File: src/rtl/dm_access_ctrl_if.sv
// Signal bundle between the MEM stage, the data-memory access sequencer and the memory bus.
// The slave view belongs to the sequencer. The master view belongs to whatever drives it.
interface dm_access_ctrl_if;
  logic        req_valid;
  logic        req_we;
  logic [2:0]  dmop;
  logic [31:0] addr;
  logic [31:0] wdata;
  logic        stall;
  logic [31:0] rdata;
  logic        rdata_valid;
  logic        exc;
  logic [4:0]  exc_code;
  logic        mem_req;
  logic        mem_we;
  logic [31:0] mem_addr;
  logic [3:0]  mem_be;
  logic [31:0] mem_wdata;
  logic        mem_ack;
  logic [31:0] mem_rdata;

  modport slave (
    input  req_valid, req_we, dmop, addr, wdata, mem_ack, mem_rdata,
    output stall, rdata, rdata_valid, exc, exc_code,
           mem_req, mem_we, mem_addr, mem_be, mem_wdata
  );

  modport master (
    output req_valid, req_we, dmop, addr, wdata, mem_ack, mem_rdata,
    input  stall, rdata, rdata_valid, exc, exc_code,
           mem_req, mem_we, mem_addr, mem_be, mem_wdata
  );
endinterface

File: src/rtl/dm_access_ctrl.sv
// MEM-stage data-memory sequencer. It turns one load or store into a byte-enabled bus cycle,
// stalls the pipeline until the cycle completes, and reports alignment and timeout faults.
module dm_access_ctrl #(
  parameter int unsigned TIMEOUT = 16
) (
  input  logic               clk,
  input  logic               reset,
  dm_access_ctrl_if.slave    bus
);
  typedef enum logic [1:0] {IDLE, BUSY, RESP} state_t;

  state_t      state_q, state_d;
  logic        we_q, we_d;
  logic [2:0]  dmop_q, dmop_d;
  logic [1:0]  lane_q, lane_d;
  logic [7:0]  cnt_q, cnt_d;
  logic        mem_req_q, mem_req_d;
  logic        mem_we_q, mem_we_d;
  logic [31:0] mem_addr_q, mem_addr_d;
  logic [3:0]  mem_be_q, mem_be_d;
  logic [31:0] mem_wdata_q, mem_wdata_d;
  logic [31:0] rdata_q, rdata_d;
  logic        rdata_valid_q, rdata_valid_d;
  logic        exc_q, exc_d;
  logic [4:0]  exc_code_q, exc_code_d;

  logic        is_word, is_half, valid_op, misalign, fault;
  logic [3:0]  be_new;
  logic [31:0] wdata_new;
  logic [7:0]  byte_sel;
  logic [15:0] half_sel;
  logic [31:0] load_ext;

  // Decode of the access being presented, used only at acceptance
  always_comb begin
    is_word  = (bus.dmop == 3'd4);
    is_half  = (bus.dmop == 3'd2) || (bus.dmop == 3'd3);
    valid_op = bus.req_we ? ((bus.dmop == 3'd0) || (bus.dmop == 3'd2) || (bus.dmop == 3'd4))
                          : (bus.dmop <= 3'd4);
    misalign = (is_half && bus.addr[0]) || (is_word && (bus.addr[1:0] != 2'b00));
    fault    = !valid_op || misalign;
    if (is_word) begin
      be_new    = 4'b1111;
      wdata_new = bus.wdata;
    end else if (is_half) begin
      be_new    = bus.addr[1] ? 4'b1100 : 4'b0011;
      wdata_new = {2{bus.wdata[15:0]}};
    end else begin
      be_new    = 4'b0001 << bus.addr[1:0];
      wdata_new = {4{bus.wdata[7:0]}};
    end
  end

  always_comb begin
    case (lane_q)
      2'd0:    byte_sel = bus.mem_rdata[7:0];
      2'd1:    byte_sel = bus.mem_rdata[15:8];
      2'd2:    byte_sel = bus.mem_rdata[23:16];
      default: byte_sel = bus.mem_rdata[31:24];
    endcase
    half_sel = lane_q[1] ? bus.mem_rdata[31:16] : bus.mem_rdata[15:0];
    case (dmop_q)
      3'd0:    load_ext = {{24{byte_sel[7]}}, byte_sel};
      3'd1:    load_ext = {24'd0, byte_sel};
      3'd2:    load_ext = {{16{half_sel[15]}}, half_sel};
      3'd3:    load_ext = {16'd0, half_sel};
      default: load_ext = bus.mem_rdata;
    endcase
  end

  always_comb begin
    state_d       = state_q;
    we_d          = we_q;
    dmop_d        = dmop_q;
    lane_d        = lane_q;
    cnt_d         = cnt_q;
    mem_req_d     = mem_req_q;
    mem_we_d      = mem_we_q;
    mem_addr_d    = mem_addr_q;
    mem_be_d      = mem_be_q;
    mem_wdata_d   = mem_wdata_q;
    rdata_d       = rdata_q;
    rdata_valid_d = 1'b0;
    exc_d         = exc_q;
    exc_code_d    = exc_code_q;
    case (state_q)
      IDLE: begin
        if (bus.req_valid) begin
          we_d   = bus.req_we;
          dmop_d = bus.dmop;
          lane_d = bus.addr[1:0];
          if (fault) begin
            state_d       = RESP;
            rdata_valid_d = 1'b1;
            rdata_d       = 32'd0;
            exc_d         = 1'b1;
            exc_code_d    = bus.req_we ? 5'd5 : 5'd4;
          end else begin
            state_d     = BUSY;
            cnt_d       = 8'd0;
            mem_req_d   = 1'b1;
            mem_we_d    = bus.req_we;
            mem_addr_d  = {bus.addr[31:2], 2'b00};
            mem_be_d    = be_new;
            mem_wdata_d = wdata_new;
          end
        end
      end
      BUSY: begin
        // An ack on the last allowed cycle still completes the access normally
        if (bus.mem_ack) begin
          state_d       = RESP;
          mem_req_d     = 1'b0;
          rdata_valid_d = 1'b1;
          rdata_d       = we_q ? 32'd0 : load_ext;
          exc_d         = 1'b0;
          exc_code_d    = 5'd0;
        end else if (cnt_q == 8'(TIMEOUT - 1)) begin
          state_d       = RESP;
          mem_req_d     = 1'b0;
          rdata_valid_d = 1'b1;
          rdata_d       = 32'd0;
          exc_d         = 1'b1;
          exc_code_d    = 5'd7;
        end else begin
          cnt_d = cnt_q + 8'd1;
        end
      end
      RESP:    state_d = IDLE;
      default: state_d = IDLE;
    endcase
  end

  always_ff @(posedge clk or negedge reset) begin
    if (!reset) begin
      state_q       <= IDLE;
      we_q          <= 1'b0;
      dmop_q        <= 3'd0;
      lane_q        <= 2'd0;
      cnt_q         <= 8'd0;
      mem_req_q     <= 1'b0;
      mem_we_q      <= 1'b0;
      mem_addr_q    <= 32'd0;
      mem_be_q      <= 4'd0;
      mem_wdata_q   <= 32'd0;
      rdata_q       <= 32'd0;
      rdata_valid_q <= 1'b0;
      exc_q         <= 1'b0;
      exc_code_q    <= 5'd0;
    end else begin
      state_q       <= state_d;
      we_q          <= we_d;
      dmop_q        <= dmop_d;
      lane_q        <= lane_d;
      cnt_q         <= cnt_d;
      mem_req_q     <= mem_req_d;
      mem_we_q      <= mem_we_d;
      mem_addr_q    <= mem_addr_d;
      mem_be_q      <= mem_be_d;
      mem_wdata_q   <= mem_wdata_d;
      rdata_q       <= rdata_d;
      rdata_valid_q <= rdata_valid_d;
      exc_q         <= exc_d;
      exc_code_q    <= exc_code_d;
    end
  end

  assign bus.stall       = bus.req_valid && (state_q != RESP);
  assign bus.rdata       = rdata_q;
  assign bus.rdata_valid = rdata_valid_q;
  assign bus.exc         = exc_q;
  assign bus.exc_code    = exc_code_q;
  assign bus.mem_req     = mem_req_q;
  assign bus.mem_we      = mem_we_q;
  assign bus.mem_addr    = mem_addr_q;
  assign bus.mem_be      = mem_be_q;
  assign bus.mem_wdata   = mem_wdata_q;
endmodule

File: src/flat_wrapper.sv
// flat-port wrapper written by rule: the top's interface ports become plain ports
module dm_access_ctrl_flat 
#(
  parameter int unsigned TIMEOUT = 16
)
  (clk, reset, bus_req_valid, bus_req_we, bus_dmop, bus_addr, bus_wdata, bus_mem_ack, bus_mem_rdata, bus_stall, bus_rdata, bus_rdata_valid, bus_exc, bus_exc_code, bus_mem_req, bus_mem_we, bus_mem_addr, bus_mem_be, bus_mem_wdata);
  dm_access_ctrl_if bus_i ();
  input  logic clk;
  input  logic reset;
  input wire logic [$bits(bus_i.req_valid)-1:0] bus_req_valid;
  input wire logic [$bits(bus_i.req_we)-1:0] bus_req_we;
  input wire logic [$bits(bus_i.dmop)-1:0] bus_dmop;
  input wire logic [$bits(bus_i.addr)-1:0] bus_addr;
  input wire logic [$bits(bus_i.wdata)-1:0] bus_wdata;
  input wire logic [$bits(bus_i.mem_ack)-1:0] bus_mem_ack;
  input wire logic [$bits(bus_i.mem_rdata)-1:0] bus_mem_rdata;
  output wire logic [$bits(bus_i.stall)-1:0] bus_stall;
  output wire logic [$bits(bus_i.rdata)-1:0] bus_rdata;
  output wire logic [$bits(bus_i.rdata_valid)-1:0] bus_rdata_valid;
  output wire logic [$bits(bus_i.exc)-1:0] bus_exc;
  output wire logic [$bits(bus_i.exc_code)-1:0] bus_exc_code;
  output wire logic [$bits(bus_i.mem_req)-1:0] bus_mem_req;
  output wire logic [$bits(bus_i.mem_we)-1:0] bus_mem_we;
  output wire logic [$bits(bus_i.mem_addr)-1:0] bus_mem_addr;
  output wire logic [$bits(bus_i.mem_be)-1:0] bus_mem_be;
  output wire logic [$bits(bus_i.mem_wdata)-1:0] bus_mem_wdata;
  assign bus_i.req_valid = bus_req_valid;
  assign bus_i.req_we = bus_req_we;
  assign bus_i.dmop = bus_dmop;
  assign bus_i.addr = bus_addr;
  assign bus_i.wdata = bus_wdata;
  assign bus_i.mem_ack = bus_mem_ack;
  assign bus_i.mem_rdata = bus_mem_rdata;
  assign bus_stall = bus_i.stall;
  assign bus_rdata = bus_i.rdata;
  assign bus_rdata_valid = bus_i.rdata_valid;
  assign bus_exc = bus_i.exc;
  assign bus_exc_code = bus_i.exc_code;
  assign bus_mem_req = bus_i.mem_req;
  assign bus_mem_we = bus_i.mem_we;
  assign bus_mem_addr = bus_i.mem_addr;
  assign bus_mem_be = bus_i.mem_be;
  assign bus_mem_wdata = bus_i.mem_wdata;
  dm_access_ctrl #(.TIMEOUT(TIMEOUT)) u_core (.clk(clk), .reset(reset), .bus(bus_i));
endmodule
File: config.mk
export PLATFORM = sky130hd
export DESIGN_NAME = dm_access_ctrl_flat
export DESIGN_NICKNAME = d
export VERILOG_FILES = /design/src/rtl/dm_access_ctrl_if.sv /design/src/rtl/dm_access_ctrl.sv /design/src/flat_wrapper.sv
export SDC_FILE = /design/constraint.sdc
export NUM_CORES = 1
export LEC_CHECK = 0
export CORE_AREA = 2 2 96 190
export CTS_CLUSTER_SIZE = 25
export DETAILED_ROUTE_END_ITERATION = 7
export DIE_AREA = 0 0 98 192
export GPL_TIMING_DRIVEN = 0
export SLEW_MARGIN = 20
export SYNTH_ARGS = -nofsm -noshare
export SYNTH_HDL_FRONTEND = slang
export SYNTH_SLANG_ARGS = --single-unit
File: constraint.sdc
create_clock -name clk -period 3.3 [get_ports clk]
set_clock_uncertainty 0.05 [all_clocks]
set_input_delay 0.495 -clock clk [delete_from_list [all_inputs] [get_ports clk]]
set_output_delay 0.495 -clock clk [all_outputs]
set_load 0.05 [all_outputs]
==> After elaboration in Yosys (flattened, before gate mapping) <==
Cells that the tools add are included.
{ "op_classes": {"addsub": 1, "magnitude_cmp": 1, "n_eq_ne": 17, "shift": 1, "muxes": 46, "n_bitwise": 1, "reduce_logical": 21} }
{ "op_table": {"columns": ["cell", "count"], "rows": [
  ["two-way mux 32 bit", 7],
  ["case mux 32 bit (4 select lines)", 1],
  ["case mux 32 bit (2 select lines)", 1],
  ["two-way mux 8 bit", 4],
  ["case mux 8 bit (3 select lines)", 1],
  ["two-way mux 5 bit", 4],
  ["two-way mux 16 bit", 1],
  ["case mux 8 bit (2 select lines)", 1],
  ["two-way mux 1 bit", 14],
  ["== test 3 x 2 -> 1 bit, second input constant", 4],
  ["two-way mux 4 bit", 3],
  ["inequality test 2 bit, second input constant", 5],
  ["case mux 5 bit (2 select lines)", 1],
  ["adder 8 x 1 -> 8 bit, second input constant", 1],
  ["== test 8 x 4 -> 1 bit, second input constant", 1],
  ["two-way mux 2 bit", 4],
  ["AND reduction 4 bit", 2],
  ["logical NOT 3 bit", 2],
  ["case mux 1 bit (2 select lines)", 3],
  ["logical OR 1 bit", 5],
  ["AND reduction 5 bit", 1],
  ["== test 2 x 1 -> 1 bit, second input constant", 2],
  ["logical NOT 2 bit", 2],
  ["case mux 2 bit (2 select lines)", 1],
  ["other kinds (13)", 17]
]} }
{ "totals": {"reg_bits": 123, "output_inout_bits": 110, "wordCells": 102} }

==> Logic depth before layout (Yosys ltp) <==
Gate-level depths: netlist (run 1).
{ "logic_depth": {"depth_word": 9, "mapped_depth": 7} }

==> Least setup slack after synthesis (run 1) <==
No wires, ideal clock.
{ "synth_path": {"kind": "input port to flip-flop", "from": "input bus_dmop[0]", "to": "register u_core.mem_wdata_q[10], in the netlist u_core.bus.mem_wdata[10]", "setup_time_ns": 0.133, "arrival_ns": 1.786, "t_required_ns": 3.117, "path_slack_ns": 1.330, "path_stages": 6, "path_cell_list": "or4_1 a21bo_2 clkbuf_1 clkbuf_1 nand2_1 o21ai_0"} }
{ "synth_via": {"elab_chain_len": 8, "elab_cells_between_ends": 18} }
{ "synth_lines": {"columns": ["element", "line", "source"], "rows": [
  ["start, declared", "flat_wrapper.sv:12", "input wire logic [$bits(bus_i.dmop)-1:0] bus_dmop;"],
  ["parallel branches: the longest is 8 deep, another holds <= comparator 3 bit", null, null],
  ["end signal, assigned", "dm_access_ctrl.sv:160", "mem_wdata_q <= mem_wdata_d;"],
  ["end, declared", "dm_access_ctrl.sv:21", "logic [31:0] mem_wdata_q, mem_wdata_d;"]
]} }
Parallel ways; which one is timed is not known.
A chain may end at the register's enable or synchronous reset.

==> Worst setup path in the final report (run 1) <==
{ "layout_path": {"from": "input bus_dmop[1]", "to": "register u_core.mem_addr_q[24], in the netlist u_core.bus.mem_addr[24]"} }
{ "layout_via": {"elab_chain_len": 8, "elab_cells_between_ends": 16} }
{ "layout_lines": {"columns": ["element", "line", "source"], "rows": [
  ["parallel branches: the longest is 5 deep, another holds <= comparator 3 bit", null, null],
  ["logical OR 1 bit *", "dm_access_ctrl.sv:41", "fault = !valid_op || misalign;"],
  ["inverter 1 bit (no source line) *", null, null],
  ["AND reduction 3 bit (no source line) *", null, null],
  ["end signal, assigned", "dm_access_ctrl.sv:158", "mem_addr_q <= mem_addr_d;"],
  ["end, declared", "dm_access_ctrl.sv:19", "logic [31:0] mem_addr_q, mem_addr_d;"]
]} }
Mark *: on every way between the ends.

==> results of run 1 <==
registers in the layout (all words and copies together) (netlist names):
signal / flops
u_core.bus.mem_wdata: 32
u_core.bus.rdata: 32
u_core.bus.mem_addr: 30
u_core.cnt_q: 8
u_core.bus.mem_be: 4
u_core.bus.exc_code: 3
u_core.dmop_q: 3
u_core.lane_q: 2
u_core.state_q: 2
u_core.bus.mem_req: 1
u_core.bus.mem_we: 1
u_core.bus.rdata_valid: 1
u_core.we_q: 1
worst paths after layout:
path | from | cells past startpoint | to
hold reg to reg | u_core.bus.mem_addr[8]$_DFFE_PN0P_ | 2 | u_core.bus.mem_addr[8]$_DFFE_PN0P_
hold / removal | reset | 1 | u_core.bus.rdata_valid$_DFF_PN0_
setup reg to reg | u_core.state_q[0]$_DFFE_PN0P_ | 7 | u_core.bus.mem_wdata[26]$_DFFE_PN0P_
max in group asynchronous | reset | 2 | u_core.bus.mem_addr[11]$_DFFE_PN0P_
min in group clk | u_core.bus.mem_addr[8]$_DFFE_PN0P_ | 2 | u_core.bus.mem_addr[8]$_DFFE_PN0P_
setup / recovery | bus_dmop[1] | 7 | u_core.bus.mem_addr[24]$_DFFE_PN0P_
worst max-delay path, cell delays in order:
cell and delay [ns]:
clkdlybuf4s50_1 0.54, or4_1 0.61, a21bo_2 0.23, clkbuf_1 0.24, clkbuf_1 0.37, nand2_1 0.17
nand2_1 0.07
layout make-up:
type                       instances  area (µm²)
clock buffer                      20         457
tap                              210         263
multi-input combinational        410        2390
fill                            1617        8560
sequential                       120        3000
buffer                            43         213
timing repair buffer             210        2120
clock inverter                    12         221
inverter                          10        37.5
kinds of logic (layout without fill, tap and decap cells):
group                      after synthesis  after routing
muxes                                   27             27
DFF                                    120            120
buffers and inverters                   53            295
adders and majority gates                1              1
and+or+nand+nor                        245            245
other                                    1              4
xor gates and xnor gates                 3              3
AOI/OAI and AO/OA                      130            130
report_power, final:
| part | switching, mW | total, mW | internal, mW |
|---|---|---|---|
| Sequential | 0.290 | 2.22 | 1.93 |
| Combinational | 2.47 | 3.72 | 1.25 |
| Clock | 0.689 | 2.14 | 1.45 |
| Total | 3.44 | 8.09 | 4.64 |
per-layer routing:
| layer | share of wire | vias to the layer above |
|---|---|---|
| met2 | 0.56 | 228 |
| met1 | 0.33 | 2560 |
| met4 | 0.049 | 0 |
| met5 | 0 | - |
| met3 | 0.060 | 48 |
| li1 | - | 2486 |
layout by cell type (no fill, tap or decap), drive strengths merged, types with 10 or more instances in the layout:
cell / count
inv: 10
clkbuf: 40
a31oi: 20
nor2b: 11
nor2: 32
nand2: 166
dfrtp: 120
mux2i: 16
a221o: 17
nand2b: 10
clkdlybuf4s50: 208
a22oi: 15
o21ai: 27
buf: 25
a32o: 15
mux2: 10
==> metrics, run 1 <==
largest net degree at the start of global routing=74; layout cells sized above 1=0.0909; Yosys top cell by area=dfrtp_1; starting density of the core=0.326; DP Worst Slack=0.336 ns; mux cell area share after synthesis=0.0524; Post-Syn Area=5640 µm²; Least-Margin Pin Slew=0.713 ns; GRT met3 Usage=0.0524; gr usage total=0.217; Req. time, crit path=between 3 and 4 ns; period utilization=0.754; Final Hold Violating Endpoints=0; CTS root buffer=clkbuf_16; port bufs=approximately 210; routed length per placed instance=approximately 20 µm; placed cell area=between 8000 and 9000 µm²; R2R Setup Slk=0.93 ns; final wirelength=20300 µm; TritonCTS clock tree=done; PwrDens=between 900 and 1000 nW/µm²; first-pass GRT wire length=31200 µm; fraction of registers with async set/reset=1.00; P_leak=3.95 nW; Detailed Place HPWL=15900 µm; Tot Pwr=8.09 mW; RSZ-0062 raised after global routing=false; part of the Yosys area used for sequential elements=0.533; ranking of synthesized cells by area=dfrtp_1, nand2_1, a221o_1; largest family of logic cells by synthesized area=simple AND/OR/NAND/NOR gates; maximum vdd drop=0.466 mV; hold_ws=between 0.04 and 0.05 ns; initial antenna violation count=0; post-CTS sizing=0; Post-Synth Simple-Gate Area=0.187; max_slew headroom=0.522; residual DRC count=0; chip width=a little under 100 µm; Pins Over Slew Limit=0; Top Usage Layer GRT=met2; hold buffers post-CTS=0; H-Tree Depth=4; Synth Area in Compound Gates=0.176; fin worst setup slack=just over 0.8 ns; min Tclk post-route=2.49 ns; Clock Tree Buf Depth=2; Starting DRT DRC Count=between 200 and 250; critical path fanouts, max=10; EDFF count, synth=0; grt met1 use=0.204; max_cap viols=0; critical path arrival=2.74 ns; most frequent cell after synthesis=nand2_1; cell count after synthesis=580; CP Launch Type=input port; Yosys top cell area share=0.533; status=finished clean; Vias/cell=about 5.1; Worst-Skew Late Latency=around 0.4 ns; library cells used by synthesis=53; Synth-to-Final Area Change=54.5%; Post-Synth Adder-Cell Area=0.00222; gp weighted congestion=slightly above 0.9; Setup TNS Final=0 ns; Synth warnings=0; die area=18800 µm²; Synth top cells by count=nand2_1, dfrtp_1, nor2_1; antenna viol nets, final=0; Antenna Cells=0; kind of critical path=in2reg; Post-Synth XOR/XNOR Area=0.00466; Final #Nets=917; critical path capture point type=flop; Post-synth top flop=dfrtp_1; CTS Sinks=120; Yosys reg bits=120; Layout Utilization=0.504; Final Instance Area=slightly below 9000 µm²; syn avg cell area=9.72 µm²; final setup fails=0; Max Clk Rate=402 MHz; HP Class=in2async; GRT Residual Overflow=0; TritonCTS buffer count=17; Die H=192 µm; Clock transition at path regs=0.06 ns; vias in the first global route=~5700; post-route insts no fill=between 1000 and 1500; Post-CTS Setup Bufs=0; DR vias=around 5300; Cell Rows=68; core area=17300 µm²; DR pass1 iterations=4; dpl cells=1003; I/O pins=214; Global Route met2 Usage=0.420
Power figures use the tool's default switching activity.
==> run 2, diff against run 1 <==
- clock period: 3.3 -> 2.4 ns (I/O delays scaled with it)
==> run 2 against run 1 <==
Core utilization grew 0.17 points. Non-clock buffer count is 1 higher. Register-to-register slack got worse by 0.77 ns. Clock power up 37%. Design area is 0.34% higher. Power is 38% higher. Global-route usage stayed put. Critical path type unchanged. Largest power group unchanged. Highest routed layer unchanged.
==> metrics, run 2 (synthesis results as in run 1) <==
Clock Tree Buf Depth=2; initial antenna violation count=0; CP peak stage delay=0.64 ns; max_slew headroom=0.517; antenna viol nets, final=0; stages on the worst setup path=6; HP Class=reg2reg; Least-Margin Pin Slew=just over 0.7 ns; Final #Nets=918; dpl cells=1003; Vias/cell=between 5 and 6; Synth-to-Final Area Change=55.0%; core area=17300 µm²; Clk network pwr share=0.264; Cell Rows=68; Reg power frac=0.275; I/O pins=214; commonest non-fill, non-tap cell in the layout=clkdlybuf4s50_1; CTS root buffer=clkbuf_16; Crit path max-delay family=simple AND/OR/NAND/NOR gates; Hold Crit Depth=2; gr usage total=0.217; max_cap viols=0; DR pass1 iterations=5; P_leak=3.97 nW; die area=18800 µm²; Die H=192 µm; min Tclk post-route=2.29 ns; layout cells sized above 1=0.0993; period utilization=0.955; R2R cell count=5; Starting DRT DRC Count=~230; Max Clk Rate=436 MHz; final setup fails=0; Sw Share=0.426; placed cell area=approximately 8000 µm²; Detailed Place HPWL=15900 µm; hold_ws=0.420 ns; vias in the first global route=about 5700; RSZ-0062 raised after global routing=false; critical path fanouts, max=10; Worst-Skew Late Latency=between 0.4 and 0.5 ns; DR vias=5334; GRT Residual Overflow=0; critical path capture point type=flop; Layout Utilization=0.506; status=finished clean; Worst path slowest cell=nor3b_2; Tot Pwr=11.1 mW; starting density of the core=0.326; TritonCTS clock tree=done; residual DRC count=0; port bufs=209; critical path arrival=2.52 ns; Req. time, crit path=2.63 ns; PwrDens=1270 nW/µm²; Final Instance Area=8740 µm²; TritonCTS buffer count=17; first-pass GRT wire length=31200 µm; H-Tree Depth=4; commonest non-fill, non-tap cells in the layout=clkdlybuf4s50_1, nand2_1, dfrtp_1; Final Hold Violating Endpoints=0; routed length per placed instance=between 15 and 20 µm; gp weighted congestion=about 0.91; post-route insts no fill=slightly above 1000; Clock transition at path regs=0.05 ns; internal power=about 6.4 mW; largest net degree at the start of global routing=74; CP Launch Type=input port; final wirelength=20400 µm; Antenna Cells=0; Post-CTS Setup Bufs=0; chip width=98 µm; sw power=4.74 mW; Buf+Inv Stages, Crit Path=2; maximum vdd drop=0.640 mV; Pins Over Slew Limit=0; Cell Chain, Critical Path=clkdlybuf4s50_1 > nor3b_2 > nor2_2 > clkbuf_1 > mux2i_1 > o21ai_0; kind of critical path=in2reg; Comb pwr share=0.461; CTS Sinks=120
run 2: stage by stage:
step           setup WS [ns]  TNS, ns
5_1_grt              0.00531        0
6_report               0.109        0
2_1_floorplan          0.436        0
3_5_place_dp          -0.429   -31.95
3_3_place_gp           -3.94  -501.24
4_1_cts               0.0109        0
run 2: final cells by class:
type,count,area (µm²)
clock buffers,20,457
fillers,1615,8530
multi-input cells,410,2410
repair buffers,211,2130
inverters,10,37.5
flip-flops and latches,120,3000
plain buffers,43,218
well taps,210,263
clock inverters,12,221
run 2: what timing repair did:
action / 4_1_cts / 5_1_grt
hold buffers: 1 / 0
gates resized for setup: 1 / 10
hold endpoints to repair: 72 / 0
endpoints found under the setup margin: 1 / 27
gates cloned: 0 / 0
run 2: metal layers:
| layer | vias to the layer above | part of all wire | GRT usage |
|---|---|---|---|
| met5 | - | 0 | 0 |
| met4 | 0 | 0.049 | 0.123 |
| met3 | 48 | 0.062 | 0.0524 |
| met2 | 235 | 0.56 | 0.420 |
| met1 | 2562 | 0.33 | 0.204 |
| li1 | 2489 | - | - |
run 2: final timing paths:
check / startpoint / slack, ns / end
worst min register to register: u_core.bus.mem_addr[8]$_DFFE_PN0P_ / 0.42 / u_core.bus.mem_addr[8]$_DFFE_PN0P_
max in group asynchronous: reset / 1.10 / u_core.bus.mem_we$_DFFE_PN0P_
worst max-delay path: bus_dmop[2] / 0.11 / u_core.bus.mem_wdata[15]$_DFFE_PN0P_
worst max register to register: u_core.state_q[0]$_DFFE_PN0P_ / 0.16 / u_core.bus.rdata[15]$_DFFE_PN0P_
min in group asynchronous: reset / 0.49 / u_core.bus.rdata_valid$_DFF_PN0_
worst min-delay path: u_core.bus.mem_addr[8]$_DFFE_PN0P_ / 0.42 / u_core.bus.mem_addr[8]$_DFFE_PN0P_
run 2: power groups by stage:
stage                     Sequential (mW)  Combinational (mW)  Clock [mW]
final                                3.06                5.13        2.94
after CTS                            3.06                5.16        3.00
after global placement               3.06                5.10           0
after floorplan                      5.08                1.19           0
after detailed placement             3.09                5.14           0
after global routing                 3.14                5.39        3.08
run 2: tightest hold or removal path, cell delays in order (launching register included):
cell     delay, ns
dfrtp_1       0.34
nand2_1       0.05
nand2_1       0.05
==> run 3, diff against run 2 <==
- CORE_AREA: 2 2 96 190 -> 2 2 84 166
- DIE_AREA: 0 0 98 192 -> 0 0 86 168
- PLACE_DENSITY: unset -> 0.86
==> run 3 against run 2 <==
Sequential power is essentially flat. Critical path depth shrank 2. Worst setup slack lost 0.046 ns. Largest cell class unchanged. Final cell count shrank 5.4%. Clock-buffer cell count grew 2. Flip-flop and latch count is the same. Register-to-register slack lost 0.097 ns.
==> metrics, run 3 (synthesis results as in run 1) <==
DP Worst Slack=-0.360 ns; final setup fails=0; Clock Tree Buf Depth=2; Antenna Cells=0; Layout Utilization=0.648; HP Class=reg2reg; antenna viol nets, final=0; gp weighted congestion=~0.91; Worst path slowest cell=mux4_2; max_slew headroom=0.465; Synth-to-Final Area Change=52.7%; Setup TNS Final=0 ns; placed cell area=about 8000 µm²; P_leak=3.96 nW; Req. time, crit path=about 2.6 ns; DR pass1 iterations=5; port bufs=209; critical path startpoint=u_core.lane_q[1]$_DFFE_PN0P_; TritonCTS clock tree=done; period utilization=0.974; Pins Over Slew Limit=0; Crit path max-delay family=compound AO/OA/AOI/OAI gates; Cell Chain, Critical Path=mux4_2 > a31oi_1 > o21ai_0 > a32o_1; chip width=around 86 µm; H-Tree Depth=4; Worst-Skew Late Latency=0.41 ns; critical path arrival=2.57 ns; Hold Crit Depth=2; kind of critical path=reg2reg; Vias/cell=roughly 5.6; Worst R2R Start=u_core.lane_q[1]$_DFFE_PN0P_; CP peak stage delay=0.57 ns; DR vias=~5500; R2R cell count=4; Final #Nets=918; commonest non-fill, non-tap cell in the layout=clkdlybuf4s50_1; core area=13300 µm²; largest net degree at the start of global routing=between 60 and 70; hold path endpoint=u_core.bus.mem_wdata[5]$_DFFE_PN0P_; Tot Pwr=10.8 mW; Detailed Place HPWL=approximately 13000 µm; maximum vdd drop=0.767 mV; commonest non-fill, non-tap cells in the layout=clkdlybuf4s50_1, nand2_1, dfrtp_1; Cell Rows=60; TritonCTS buffer count=17; Final Hold Violating Endpoints=0; max_cap viols=0; layout cells sized above 1=0.0933; critical path capture point type=flop; GRT Residual Overflow=0; fin worst setup slack=0.0630 ns; die area=roughly 14000 µm²; Buf+Inv Stages, Crit Path=0; status=finished clean; critical path fanouts, max=8; I/O pins=214; Clock transition at path regs=0.05 ns; vias in the first global route=5620; final wirelength=17700 µm; Die H=about 170 µm; gr usage total=0.247; starting density of the core=0.424; initial antenna violation count=0; CP Launch Type=flop; Starting DRT DRC Count=approximately 460; min Tclk post-route=2.34 ns; Least-Margin Pin Slew=~0.80 ns; Max Clk Rate=428 MHz; CTS root buffer=clkbuf_16; RSZ-0062 raised after global routing=false; PwrDens=1260 nW/µm²; CTS Sinks=120; routed length per placed instance=18.1 µm; residual DRC count=0; first-pass GRT wire length=28200 µm; R2R Setup Slk=0.06 ns; reg-to-reg endpoint=u_core.bus.rdata[11]$_DFFE_PN0P_; Final Instance Area=roughly 8600 µm²; Post-CTS Setup Bufs=0; hold_sp=u_core.bus.mem_wdata[5]$_DFFE_PN0P_
[run 3: report_power, final]
| part | leakage, nW | internal [mW] | switching [mW] |
|---|---|---|---|
| logic | 2.12 | 1.73 | 3.35 |
| clock network | 0.316 | 1.83 | 0.872 |
| registers | 1.52 | 2.66 | 0.402 |
| total | 3.96 | 6.22 | 4.63 |
[run 3: metal layers]
metal | track usage | routed length (µm) | vias to the layer above
met2 | 0.410 | 8750 | 330
met1 | 0.287 | 6620 | 2582
met5 | 0 | 0 | -
li1 | - | - | 2495
met3 | 0.0966 | 1880 | 43
met4 | 0.0883 | 456 | 0
[run 3: repair_timing]
item                                    4_1_cts  5_1_grt
resized for setup                             0        6
endpoints found under the hold margin        54        0
hold buffers                                  1        0
endpoints found under the setup margin        0       16
[run 3: worst max-delay path by stage]
| stage | end | cells after the start | slack [ns] |
|---|---|---|---|
| finish | u_core.bus.rdata[11]$_DFFE_PN0P_ | 4 | 0.06 |
| global route | u_core.bus.mem_addr[17]$_DFFE_PN0P_ | 7 | 0.03 |
| CTS | u_core.bus.mem_wdata[9]$_DFFE_PN0P_ | 7 | 0.07 |
| detailed placement | u_core.bus.mem_wdata[14]$_DFFE_PN0P_ | 7 | -0.36 |
| global placement | u_core.bus.mem_wdata[8]$_DFFE_PN0P_ | 1 | -3.67 |
| floorplan | u_core.bus.rdata[21]$_DFFE_PN0P_ | 5 | 0.44 |
[run 3: worst min-delay path: cells and delay by family, from the launching register on]
kind,cells,cell delay [ns]
AND/OR/NAND/NOR,2,0.10
flip-flops,1,0.33
[run 3: stage by stage]
step | hold WS [ns] | instances
finish | 0.420 | 980
global route | 0.436 | 980
CTS | 0.424 | 980
detailed placement | 0.303 | 948
global placement | 0.401 | 947
floorplan | 0.0144 | 583
[run 3: layout make-up]
cell class,instances,area [µm²]
Multi-Input combinational cell,410,2390
Fill cell,1032,4680
Clock inverter,9,145
Clock buffer,22,484
Tap cell,155,194
Sequential cell,120,3000
Buffer,43,216
Timing Repair Buffer,211,2130
Inverter,10,37.5
